File: config.mk
export PLATFORM = sky130hd
export DESIGN_NAME = usb_tx_ctrl
export DESIGN_NICKNAME = d
export VERILOG_FILES = /design/src/rtl/usb_tx_pkg.sv /design/src/rtl/usb_bit_timer.sv /design/src/rtl/usb_tx_ctrl.sv
export SDC_FILE = /design/constraint.sdc
export NUM_CORES = 1
export LEC_CHECK = 0
export ABC_AREA = 0
export CORE_UTILIZATION = 60
export DETAILED_ROUTE_END_ITERATION = 10
export GPL_ROUTABILITY_DRIVEN = 0
export HOLD_SLACK_MARGIN = 0.12
export PLACE_DENSITY = 0.91
export SETUP_SLACK_MARGIN = 0.05
export SYNTH_ARGS = -nofsm -noshare
export SYNTH_HDL_FRONTEND = slang
export SYNTH_SLANG_ARGS = --single-unit
File: constraint.sdc
create_clock -name clk -period 5.7 [get_ports clk]
set_clock_uncertainty 0.2 [all_clocks]
set_input_delay 1.14 -clock clk [delete_from_list [all_inputs] [get_ports clk]]
set_output_delay 1.14 -clock clk [all_outputs]
set_load 0.05 [all_outputs]
File: src/rtl/usb_tx_pkg.sv
// Shared types and constants for the USB full-speed transmit path.
// Latency: n/a (declarations only).
// Backpressure: n/a.
package usb_tx_pkg;

    // LOAD is a decision taken inside the closing bit_end cycle; the state
    // register never holds it, so bit periods follow each other without gaps.
    typedef enum logic [3:0] {
        IDLE    = 4'd0,
        SYNC    = 4'd1,
        LOAD    = 4'd2,
        DATA    = 4'd3,
        STUFF   = 4'd4,
        EOP_SE0 = 4'd5,
        EOP_J   = 4'd6
    } tx_state_t;

    localparam logic [7:0] SYNC_BYTE    = 8'h80;
    localparam int         STUFF_LIMIT  = 6;
    localparam int         EOP_SE0_BITS = 2;

    // Line encodings as {d_plus, d_minus}.
    localparam logic [1:0] LINE_J   = 2'b10;
    localparam logic [1:0] LINE_K   = 2'b01;
    localparam logic [1:0] LINE_SE0 = 2'b00;

    // NRZI: a 1 holds the current level, a 0 swaps J and K.
    function automatic logic [1:0] nrzi_next(input logic [1:0] level, input logic bit_val);
        if (bit_val) begin
            return level;
        end
        return (level == LINE_J) ? LINE_K : LINE_J;
    endfunction

endpackage

File: src/rtl/usb_bit_timer.sv
// Bit-period timer: counts CLKS_PER_BIT clocks and flags the last clock of each bit.
// Latency: bit_end is combinational from the count; clr takes effect next cycle.
// Backpressure: none; free-runs whenever enabled.
module usb_bit_timer #(
    parameter int CLKS_PER_BIT = 8
) (
    input  logic clk,
    input  logic rst,
    input  logic clr,
    input  logic en,
    output logic bit_end
);

    localparam int              CW   = $clog2(CLKS_PER_BIT);
    localparam logic [CW-1:0]   LAST = CW'(CLKS_PER_BIT - 1);

    logic [CW-1:0] cnt;

    // Modulo-CLKS_PER_BIT counter; a clear restarts the first bit period.
    always_ff @(posedge clk or posedge rst) begin
        if (rst) begin
            cnt <= '0;
        end else if (clr) begin
            cnt <= '0;
        end else if (en) begin
            cnt <= (cnt == LAST) ? '0 : cnt + CW'(1);
        end
    end

    assign bit_end = en && (cnt == LAST);

endmodule

File: src/rtl/usb_tx_ctrl.sv
// USB FS transmitter: SYNC prepend, LSB-first serialiser with bit stuffing, NRZI, EOP.
// Latency: first SYNC bit on the line the cycle after tx_start; each bit held CLKS_PER_BIT clocks.
// Backpressure: byte pulled (tx_ready) only at a byte boundary; no valid byte there aborts with tx_error.
module usb_tx_ctrl
    import usb_tx_pkg::*;
#(
    parameter int CLKS_PER_BIT = 8
) (
    input  logic       clk,
    input  logic       rst,
    input  logic       tx_start,
    input  logic [7:0] tx_data,
    input  logic       tx_data_valid,
    input  logic       tx_last,
    output logic       tx_ready,
    output logic       d_plus,
    output logic       d_minus,
    output logic       tx_busy,
    output logic       tx_done,
    output logic       tx_error
);

    tx_state_t  state, state_nxt;
    logic [7:0] shreg, shreg_nxt;
    logic [2:0] bit_idx, bit_idx_nxt;   // bit within byte, or SE0 bit count in EOP
    logic [2:0] ones, ones_nxt;         // consecutive transmitted ones
    logic       last_q, last_nxt;       // current byte closes the packet
    logic       pend_q, pend_nxt;       // the stuffed bit in flight also closes a byte
    logic [1:0] line, line_nxt;         // {d_plus, d_minus}
    logic       done_q, done_nxt;

    logic       start_acc;
    logic       bit_end;
    logic       cur_bit;
    logic [2:0] ones_upd;
    logic       byte_end;

    assign start_acc = tx_start && (state == IDLE);

    usb_bit_timer #(
        .CLKS_PER_BIT(CLKS_PER_BIT)
    ) u_bit_timer (
        .clk    (clk),
        .rst    (rst),
        .clr    (start_acc),
        .en     (state != IDLE),
        .bit_end(bit_end)
    );

    // State and datapath registers; reset parks the bus at J.
    always_ff @(posedge clk or posedge rst) begin
        if (rst) begin
            state   <= IDLE;
            shreg   <= '0;
            bit_idx <= '0;
            ones    <= '0;
            last_q  <= 1'b0;
            pend_q  <= 1'b0;
            line    <= LINE_J;
            done_q  <= 1'b0;
        end else begin
            state   <= state_nxt;
            shreg   <= shreg_nxt;
            bit_idx <= bit_idx_nxt;
            ones    <= ones_nxt;
            last_q  <= last_nxt;
            pend_q  <= pend_nxt;
            line    <= line_nxt;
            done_q  <= done_nxt;
        end
    end

    // Next-state, serialiser, stuffing and byte-boundary load decision.
    always_comb begin
        state_nxt   = state;
        shreg_nxt   = shreg;
        bit_idx_nxt = bit_idx;
        ones_nxt    = ones;
        last_nxt    = last_q;
        pend_nxt    = pend_q;
        line_nxt    = line;
        done_nxt    = 1'b0;
        tx_ready    = 1'b0;
        tx_error    = 1'b0;
        byte_end    = 1'b0;
        cur_bit     = (state == STUFF) ? 1'b0 : shreg[0];
        ones_upd    = cur_bit ? ones + 3'd1 : 3'd0;

        case (state)
            IDLE: begin
                if (tx_start) begin
                    state_nxt   = SYNC;
                    shreg_nxt   = SYNC_BYTE;
                    bit_idx_nxt = 3'd0;
                    ones_nxt    = 3'd0;
                    last_nxt    = 1'b0;
                    pend_nxt    = 1'b0;
                    line_nxt    = nrzi_next(LINE_J, SYNC_BYTE[0]);
                end
            end
            SYNC, DATA: begin
                if (bit_end) begin
                    ones_nxt    = ones_upd;
                    shreg_nxt   = {1'b0, shreg[7:1]};
                    bit_idx_nxt = bit_idx + 3'd1;
                    if (ones_upd == 3'(STUFF_LIMIT)) begin
                        state_nxt = STUFF;
                        pend_nxt  = (bit_idx == 3'd7);
                        line_nxt  = nrzi_next(line, 1'b0);
                    end else if (bit_idx == 3'd7) begin
                        byte_end = 1'b1;
                    end else begin
                        line_nxt = nrzi_next(line, shreg[1]);
                    end
                end
            end
            STUFF: begin
                if (bit_end) begin
                    ones_nxt = 3'd0;
                    if (pend_q) begin
                        byte_end = 1'b1;
                    end else begin
                        // SYNC can never reach six ones, so a mid-byte stuff is always in DATA
                        state_nxt = DATA;
                        line_nxt  = nrzi_next(line, shreg[0]);
                    end
                end
            end
            EOP_SE0: begin
                if (bit_end) begin
                    if (bit_idx == 3'(EOP_SE0_BITS - 1)) begin
                        state_nxt = EOP_J;
                        line_nxt  = LINE_J;
                    end else begin
                        bit_idx_nxt = bit_idx + 3'd1;
                    end
                end
            end
            EOP_J: begin
                if (bit_end) begin
                    state_nxt = IDLE;
                    done_nxt  = 1'b1;
                end
            end
            default: begin
                state_nxt = IDLE;
                line_nxt  = LINE_J;
            end
        endcase

        // Byte boundary (the LOAD point): close the packet, pull the next byte, or abort.
        if (byte_end) begin
            if (last_q) begin
                state_nxt   = EOP_SE0;
                bit_idx_nxt = 3'd0;
                line_nxt    = LINE_SE0;
            end else if (tx_data_valid) begin
                tx_ready    = 1'b1;
                state_nxt   = DATA;
                shreg_nxt   = tx_data;
                last_nxt    = tx_last;
                bit_idx_nxt = 3'd0;
                pend_nxt    = 1'b0;
                line_nxt    = nrzi_next(line, tx_data[0]);
            end else begin
                tx_error    = 1'b1;
                state_nxt   = EOP_SE0;
                bit_idx_nxt = 3'd0;
                line_nxt    = LINE_SE0;
            end
        end
    end

    assign d_plus  = line[1];
    assign d_minus = line[0];
    assign tx_busy = (state != IDLE);
    assign tx_done = done_q;

endmodule

==> results of run 1 <==
-- how the worst min path moves through the flow --
stage | slack [ns] | to | from | cells past startpoint
after global placement | 0.27 | ones[1] | ones[1] | 2
after floorplan | 0.25 | ones[1] | ones[1] | 2
final | 0.32 | u_bit_timer.cnt[0] | u_bit_timer.cnt[0] | 1
after global routing | 0.35 | u_bit_timer.cnt[0] | u_bit_timer.cnt[0] | 1
after detailed placement | 0.29 | ones[1] | ones[1] | 2
after CTS | 0.32 | u_bit_timer.cnt[0] | u_bit_timer.cnt[0] | 1
-- cells by family after synthesis --
| kind of cell | Yosys count |
|---|---|
| simple gates | 70 |
| buf+inv | 20 |
| flops | 25 |
| fa+ha+maj | 6 |
| compound gates | 59 |
| xor+xnor | 1 |
| mux | 8 |
-- Yosys cell counts (2+ instances only) --
master and count:
buf_2 6, a21oi_1 19, mux2i_1 2, a21o_1 2, and3_1 3, mux2_2 3, nand3_1 3, nor3_1 5
o21ai_0 11, ha_1 6, o31ai_1 5, nor2_1 10, o22ai_1 6, inv_1 9, nand2b_1 5, o211ai_1 2
mux2_1 2, clkbuf_1 2, nor2b_1 4, nand3b_1 3, nand2_1 28, dfrtp_1 24
-- power by group --
part	switching [mW]	internal, mW	total, mW
clock network	0.0576	0.0269	0.0845
registers	0.0941	0.248	0.342
logic	0.259	0.204	0.463
-- per-stage QoR --
step / cell area (µm²) / total power, mW / util
after floorplan: 1670 / 0.702 / -
after global placement: 1840 / 0.777 / 0.716
after CTS: 1870 / 0.887 / 0.728
after detailed placement: 1840 / 0.802 / 0.716
final: 1870 / 0.889 / 0.728
after global routing: 1870 / 0.955 / 0.728
-- area by class of cell --
| cell class | instances | share of cell area |
|---|---|---|
| clock buffers | 3 | 0.0120 |
| clock inverters | 1 | 0.00402 |
| inverters | 9 | 0.0181 |
| multi-input cells | 144 | 0.510 |
| flip-flops and latches | 25 | 0.335 |
| well taps | 30 | 0.0201 |
| repair buffers | 19 | 0.100 |
-- worst max-delay path: stages --
cell and delay, ns:
clkdlybuf4s50_1 0.48, nor2b_1 0.22, inv_1 0.12, nor3_4 0.11
buf_4 0.23, clkdlybuf4s50_1 0.83
-- metal layers --
metal / global-route usage / vias up / share of wire
met5: 0 / - / 0
met4: 0.145 / 0 / 0.015
met3: 0.0361 / 4 / 0.048
met2: 0.472 / 53 / 0.52
met1: 0.337 / 735 / 0.42
li1: - / 700 / -
-- registers in the layout (all words and copies together), names as in the netlist --
register	count
shreg	8
bit_idx	3
ones	3
state	3
u_bit_timer.cnt	3
line	2
last_q	1
pend_q	1
tx_done	1
==> qor.yml, run 1 <==
critical_path:
  critPathCapture: "tx_ready"
  worst-path-max-fanout: 20
  end_kind: "primary output"
  critical_path.reg2reg.endpoint: "state[2]"
  critical_path.startpoint_type: "input port"
  r2r-start: "state[0]"
  reg2reg_depth: 5
  worst-endpoint-required_ns: 4.36
  r2r_setup_slack_ns: 3.01
  worst-setup-path-type: "in2out"
  crit_start: "tx_data_valid"
  cp_data_arrival_time_ns: 3.12
logic_synthesis:
  synth.area.mux_share: 0.0546
  synth_enable_flop_cells: 0
  synth.area.top_cells: "dfrtp_1, nand2_1, a21oi_1"
  ys_async_sr_fraction: 1.00
  synth-simple-area-share: 0.228
  yosysTopAreaCell: "dfrtp_1"
  nets_in_the_synthesized_netlist: 208
  post_synth_xor_area_fraction: 0.00972
  synthDominantCellAreaShare: 0.359
  post_synth_instance_area_um2: 1670
  synthesis.instances: 189
  post_synth.cell_area_avg_um2: 8.86
  synthesized_area_fraction_occupied_by_ao_oa_aoi_and_oai_cells: 0.232
  yosys_register_bits: 25
  yosysWarningCount: 0
  synth_sequential_area_ratio: 0.374
  dominant_combinational_cell_family_by_area_after_synthesis: "compound AO/OA/AOI/OAI gates"
  synth-main-ff-cell: "dfrtp_1"
  netlist-cell-type-count: 51
  synthesized_area_fraction_occupied_by_adder_cells: 0.0448
pwr:
  p_leak_nw: 0.776
  power.ir.vdd_worst_uv: 397
  p_per_area_nw_per_um2: 475
die:
  rows: 18
  fp.dieH_um: 54.8
  initial_core_utilization: 0.652
  floorplan.die_area_um2: 3010
  core-area_um2: 2570
  die-width_um: 54.8
  floorplan.io_pins: 19
clock_network:
  latest_clock_arrival_within_the_worst_skew_pair_ns: 0.33
  postCtsHoldBufs: 0
  numCtsBuffers: 3
  clock_sinks: 25
  cts.repair_timing.setup_buffer_count: 0
  root_buffer: "clkbuf_4"
  post_cts_resized: 0
  cts.path.max_buffers: 2
  clk_pin_slew_worst_paths_ns: 0.15
  cts_tree: "done"
  ctsHtreeMaxLevel: 1
global_route:
  pin_count_of_the_biggest_net_entering_global_routing: 29
  gr-usage-all-layers: 0.278
  grt_antenna_before_repair: 0
  globalRoute.totalOverflow: 0
  grt_pass1_wl_um: 5900
  grt_pass1_vias: 1407
timing:
  final_min_period_over_clock_period: 0.783
  max_slew_violations: 0
  worst_hold_slack_ns: 0.316
  finalSetupViolCount: 0
  setup_total_negative_slack_ns: 0
  timing.final.hold_violations: 0
  final_period_minus_worst_setup_slack_ns: 4.46
  worst-slew-pin-transition_ns: 0.946
  timing.final.ws_setup_ns: 1.24
  setup_repair_after_global_routing_missed_its_margin: "false"
  maxClockFrequency_mhz: 224
  timing.max_slew.rel_slack: 0.369
finish:
  layout.cells.most_common_list: "nand2_1, dfrtp_1, a21oi_1"
  area_delta_synth_final_pct: 11.7
  leading_cell_type_in_the_layout_fill_and_taps_excluded: "nand2_1"
  finalNetCount: 221
  multi_input_comb_area_um2: 953
  final_layout_size_suffix_gt1_frac: 0.0945
  fillerInstances: 196
  layout.area.seq_um2: 627
  antenna-diode-count: 0
  final_cells: 231
route:
  detail_route.vias_per_cell: 6.46
  drt.antenna.violating_nets: 0
  first_iteration_detailed_routing_drc_count: 57
  length_of_the_first_detailed_routing_pass_in_iterations: 5
  num_vias: 1492
  drt-wirelength-per-cell_um: 15.7
  post_route_drc: 0
  finalWirelength_um: 3630
place:
  dp.cells: 227
  buffer_ports.inserted: 18
  post-place-ws_ns: 1.22
  hpwl_um: 2680
hold_path:
  worst_hold_path_type: "reg2reg"
status:
  run_status: "finished, final reports clean"
run:
  max-cap-violations: 0
Power figures use the tool's default switching activity.
==> run 2: changes to the inputs <==
--- a/config.mk
+++ b/config.mk
@@ -6,11 +6,11 @@
 export NUM_CORES = 1
 export LEC_CHECK = 0
 export ABC_AREA = 0
-export CORE_UTILIZATION = 60
+export CORE_UTILIZATION = 56
 export DETAILED_ROUTE_END_ITERATION = 10
 export GPL_ROUTABILITY_DRIVEN = 0
 export HOLD_SLACK_MARGIN = 0.12
-export PLACE_DENSITY = 0.91
+export PLACE_DENSITY = 0.87
 export SETUP_SLACK_MARGIN = 0.05
 export SYNTH_ARGS = -nofsm -noshare
 export SYNTH_HDL_FRONTEND = slang
==> constraint.sdc (replaced) <==
create_clock -name clk -period 4.55 [get_ports clk]
set_clock_uncertainty 0.2 [all_clocks]
set_input_delay 0.91 -clock clk [delete_from_list [all_inputs] [get_ports clk]]
set_output_delay 0.91 -clock clk [all_outputs]
set_load 0.05 [all_outputs]
==> run 2 against run 1 <==
Design area decreased by 0.27%. Hold slack improved by 0.0013 ns. Largest power group unchanged. Count of clock-buffer cells in the layout up 1. Sequential share of layout area is 0.090 points higher. The run now ends with design-rule violations left.
==> qor.yml, run 2 (same netlist as run 1, synthesis figures left out) <==
global_route:
  grt_pass1_wl_um: 6340
  grt_antenna_before_repair: 0
  grt_pass1_vias: 1422
  pin_count_of_the_biggest_net_entering_global_routing: 29
  gr-usage-all-layers: 0.254
  globalRoute.totalOverflow: 0
finish:
  number_of_flip_flops_in_the_largest_register: 8
  area_delta_synth_final_pct: 11.4
  final_layout_size_suffix_gt1_frac: 0.0945
  antenna-diode-count: 0
  regMostFlops: "shreg"
  layout.cells.most_common_list: "nand2_1, dfrtp_1, a21oi_1"
  final_cells: 232
  finalNetCount: 221
  leading_cell_type_in_the_layout_fill_and_taps_excluded: "nand2_1"
timing:
  final_min_period_over_clock_period: 0.872
  timing.max_slew.rel_slack: 0.360
  finalSetupViolCount: 0
  maxClockFrequency_mhz: 252
  worst-slew-pin-transition_ns: 0.959
  timing.final.hold_violations: 0
  setup_total_negative_slack_ns: 0
  max_slew_violations: 0
  final_period_minus_worst_setup_slack_ns: 3.97
  setup_repair_after_global_routing_missed_its_margin: "false"
  worst_hold_slack_ns: 0.317
clock_network:
  clk_pin_slew_worst_paths_ns: 0.14
  root_buffer: "clkbuf_4"
  numCtsBuffers: 3
  postCtsHoldBufs: 0
  ctsHtreeMaxLevel: 1
  clock_sinks: 25
  post_cts_resized: 0
  cts_tree: "done"
  cts.path.max_buffers: 2
  latest_clock_arrival_within_the_worst_skew_pair_ns: 0.32
  cts.repair_timing.setup_buffer_count: 0
die:
  rows: 19
  die-width_um: 56.7
  floorplan.die_area_um2: 3210
  floorplan.io_pins: 19
  initial_core_utilization: 0.597
  core-area_um2: 2810
  fp.dieH_um: 56.7
route:
  num_vias: 1474
  detail_route.vias_per_cell: 6.35
  drt.antenna.violating_nets: 0
  drt-wirelength-per-cell_um: 15.8
  length_of_the_first_detailed_routing_pass_in_iterations: 7
  finalWirelength_um: 3670
  post_route_drc: 3
  first_iteration_detailed_routing_drc_count: 80
pwr:
  p_per_area_nw_per_um2: 594
  p_leak_nw: 0.779
  design_power_total_mw: 1.11
  power.ir.vdd_worst_uv: 464
hold_path:
  worst_hold_endpoint: "ones[1]"
  worst_hold_path_type: "reg2reg"
  timing.hold.worst.start: "ones[1]"
  timing.hold.worst_path_depth: 2
place:
  buffer_ports.inserted: 18
  dp.cells: 228
  hpwl_um: 2700
critical_path:
  r2r-start: "state[0]"
  cp_data_arrival_time_ns: 2.86
  critical_path.startpoint_type: "flip-flop"
  worst-path-max-fanout: 28
  end_kind: "primary output"
  r2r_setup_slack_ns: 1.86
  worst-endpoint-required_ns: 3.44
  worst-setup-path-type: "reg2out"
  critical_path.reg2reg.endpoint: "state[2]"
  reg2reg_depth: 5
run:
  max-cap-violations: 0
status:
  violations_in_the_final_reports: "design-rule violations"
  run_status: "finished, violations left"
## run 2: changes by cell type in the layout (fill, tap and decap cells not counted), sizes merged
cell,change
buf,+1
clkdlybuf4s50,-1
clkbuf,+1
clkinvlp,-1
## run 2: critical path: stages (launching register included)
cell	delay, ns
dfrtp_1	0.86
and3b_1	0.38
o21a_1	0.23
nand2b_4	0.09
nor3_1	0.13
clkdlybuf4s50_1	0.82
## run 2: per-stage QoR
stage	utilization	instance area, µm²	setup WS, ns
after CTS	0.665	1860	0.619
after global routing	0.665	1860	0.462
after detailed placement	0.655	1840	1.01
final	0.665	1860	0.583
after global placement	0.655	1840	1.05
after floorplan	-	1670	1.20
## run 2: power breakdown
group / leakage [nW] / internal [mW] / switching [mW]
combinational: 0.441 / 0.255 / 0.322
sequential: 0.323 / 0.310 / 0.120
clock: 0.0150 / 0.0343 / 0.0666
total: 0.779 / 0.599 / 0.508
## run 2: layout make-up
cell class / count / area (µm²)
Multi-Input combinational cell: 144 / 953
Fill cell: 233 / 941
Sequential cell: 25 / 627
Timing Repair Buffer: 19 / 185
Tap cell: 31 / 38.8
Inverter: 9 / 33.8
Clock buffer: 4 / 26.3
## run 2: how the worst max path moves through the flow
stage / from / endpoint / slack (ns)
after floorplan: bit_idx[0] / tx_error / 1.20
after global placement: state[0] / tx_error / 1.05
after detailed placement: state[0] / tx_error / 1.01
after CTS: state[0] / tx_error / 0.62
after global routing: state[0] / tx_error / 0.46
final: state[0] / tx_error / 0.58
## run 2: layer usage
metal	vias to the layer above	track usage	part of all wire
met5	-	0	0
met4	0	0.0893	0.024
met3	13	0.0323	0.066
li1	706	-	-
met2	64	0.430	0.48
met1	691	0.333	0.43
==> run 3: changes to the inputs <==
--- a/config.mk
+++ b/config.mk
@@ -5,12 +5,12 @@
 export SDC_FILE = /design/constraint.sdc
 export NUM_CORES = 1
 export LEC_CHECK = 0
-export ABC_AREA = 0
+export ABC_AREA = 1
 export CORE_UTILIZATION = 56
 export DETAILED_ROUTE_END_ITERATION = 10
 export GPL_ROUTABILITY_DRIVEN = 0
 export HOLD_SLACK_MARGIN = 0.12
-export PLACE_DENSITY = 0.87
+export PLACE_DENSITY = 0.86
 export SETUP_SLACK_MARGIN = 0.05
 export SYNTH_ARGS = -nofsm -noshare
 export SYNTH_HDL_FRONTEND = slang
==> run 3 against run 2 <==
The run now ends clean. Non-clock buffer count fell by 1. Sequential power fell by 12%. Synthesized cell count rose by 20%. Critical path type unchanged. Design area rose by 2.5%. Highest routed layer unchanged. Total power fell by 1.8%.
==> qor.yml, run 3 <==
status:
  run_status: "finished, final reports clean"
global_route:
  grt_antenna_before_repair: 0
  grt_pass1_wl_um: 5880
  gr-usage-all-layers: 0.232
  pin_count_of_the_biggest_net_entering_global_routing: 26
  grt_pass1_vias: 1368
  globalRoute.totalOverflow: 0
finish:
  leading_cell_type_in_the_layout_fill_and_taps_excluded: "nand2_1"
  regMostFlops: "shreg"
  area_delta_synth_final_pct: 12.9
  number_of_flip_flops_in_the_largest_register: 8
  final_design_area_no_fill_um2: 1910
  final_cells: 277
  antenna-diode-count: 0
  final_core_util: 0.681
  finalNetCount: 266
  final_layout_size_suffix_gt1_frac: 0.110
  layout.cells.most_common_list: "nand2_1, inv_1, dfrtp_1"
logic_synthesis:
  yosysTopAreaCell: "dfrtp_1"
  synthDominantCellAreaShare: 0.355
  synth_sequential_area_ratio: 0.371
  synthMostInstantiatedCell: "nand2_1"
  post_synth_instance_area_um2: 1690
  nets_in_the_synthesized_netlist: 246
  most_frequent_cells_after_synthesis: "nand2_1, inv_1, dfrtp_1, nand3_1, nor2_1"
  synth.area.top_cells: "dfrtp_1, nand2_1, inv_1"
  yosys_register_bits: 25
  yosysWarningCount: 0
  post_synth.cell_area_avg_um2: 7.45
  ys_async_sr_fraction: 1.00
  synth-main-ff-cell: "dfrtp_1"
  synth_enable_flop_cells: 0
  netlist-cell-type-count: 35
  synthesis.instances: 227
route:
  detail_route.wirelength.met1_um: 1530
  first_iteration_detailed_routing_drc_count: 50
  length_of_the_first_detailed_routing_pass_in_iterations: 4
  highest-signal-layer: "met4"
  post_route_drc: 0
  routed-wl-met2_um: 1620
  finalWirelength_um: 3340
  drt-wirelength-per-cell_um: 12.1
  met3WireLength_um: 163
  drt.antenna.violating_nets: 0
  detail_route.vias_per_cell: 5.37
  num_vias: 1487
clock_network:
  numCtsBuffers: 3
  post_cts_resized: 0
  latest_clock_arrival_within_the_worst_skew_pair_ns: 0.33
  clock_sinks: 25
  clk_pin_slew_worst_paths_ns: 0.14
  cts_tree: "done"
  ctsHtreeMaxLevel: 1
  cts.path.max_buffers: 2
  root_buffer: "clkbuf_4"
  cts.repair_timing.setup_buffer_count: 0
  postCtsHoldBufs: 0
die:
  fp.dieH_um: 57.0
  die-width_um: 57.0
  floorplan.die_area_um2: 3240
  core-area_um2: 2810
  initial_core_utilization: 0.603
  floorplan.io_pins: 19
  rows: 19
timing:
  timing.final.ws_setup_ns: 0.636
  setup_total_negative_slack_ns: 0
  final_period_minus_worst_setup_slack_ns: 3.91
  finalSetupViolCount: 0
  worst_hold_slack_ns: 0.290
  timing.max_slew.rel_slack: 0.387
  maxClockFrequency_mhz: 256
  final_min_period_over_clock_period: 0.860
  timing.final.hold_violations: 0
  setup_repair_after_global_routing_missed_its_margin: "false"
  max_slew_violations: 0
  worst-slew-pin-transition_ns: 0.918
pwr:
  design_power_total_mw: 1.09
  p_per_area_nw_per_um2: 569
  power.ir.vdd_worst_uv: 410
  p_leak_nw: 1.06
place:
  dp.cells: 273
  hpwl_um: 2550
  buffer_ports.inserted: 18
  post_dp_cell_area_um2: 1880
  post-place-ws_ns: 0.663
critical_path:
  worst-setup-path-type: "reg2out"
  cp_data_arrival_time_ns: 2.80
  end_kind: "primary output"
  reg2reg_depth: 8
  critical_path.startpoint_type: "flip-flop"
  worst-path-max-fanout: 15
  worst-endpoint-required_ns: 3.44
run:
  max-cap-violations: 0
hold_path:
  timing.hold.worst_path_depth: 2
  worst_hold_path_type: "reg2reg"
==> run 3: metal layers <==
metal,vias up,global-route usage
met5,-,0
li1,771,-
met1,681,0.301
met4,0,0.0627
met2,31,0.400
met3,4,0.0408
==> run 3: path summary, 6_finish.rpt <==
path | endpoint | from | slack (ns)
max in group asynchronous | bit_idx[0] | rst | 2.73
setup reg to reg | ones[2] | u_bit_timer.cnt[0] | 2.32
min in group asynchronous | shreg[3] | rst | 0.86
hold / removal | line[1] | line[1] | 0.29
hold reg to reg | line[1] | line[1] | 0.29
setup / recovery | tx_ready | state[2] | 0.64
==> run 3: power by group <==
group	switching [mW]	internal (mW)	total (mW)	leakage [nW]
Sequential	0.0762	0.304	0.380	0.322
Clock	0.0711	0.0337	0.105	0.0139
Combinational	0.377	0.225	0.602	0.724
==> run 3: worst max-delay path, cell delays in order (launching register included) <==
cell and delay, ns:
dfrtp_1 0.57, inv_2 0.12, nand2_2 0.20, nand2_4 0.12, nor2_8 0.21, nand2_4 0.11, inv_4 0.08, nand2_4 0.11
inv_2 0.14, clkdlybuf4s50_1 0.81
==> run 3: cell type report <==
| type | instances | area (µm²) |
|---|---|---|
| Multi-Input combinational cell | 159 | 882 |
| Clock buffer | 3 | 22.5 |
| Sequential cell | 25 | 627 |
| Timing Repair Buffer | 18 | 180 |
| Tap cell | 31 | 38.8 |
| Inverter | 40 | 153 |
| Fill cell | 227 | 895 |
| Clock inverter | 1 | 7.51 |
==> run 3: kinds of logic after synthesis <==
group / synth area share
flops: 0.371
buf+inv: 0.108
fa+ha+maj: 0.0444
simple gates: 0.362
compound gates: 0.115
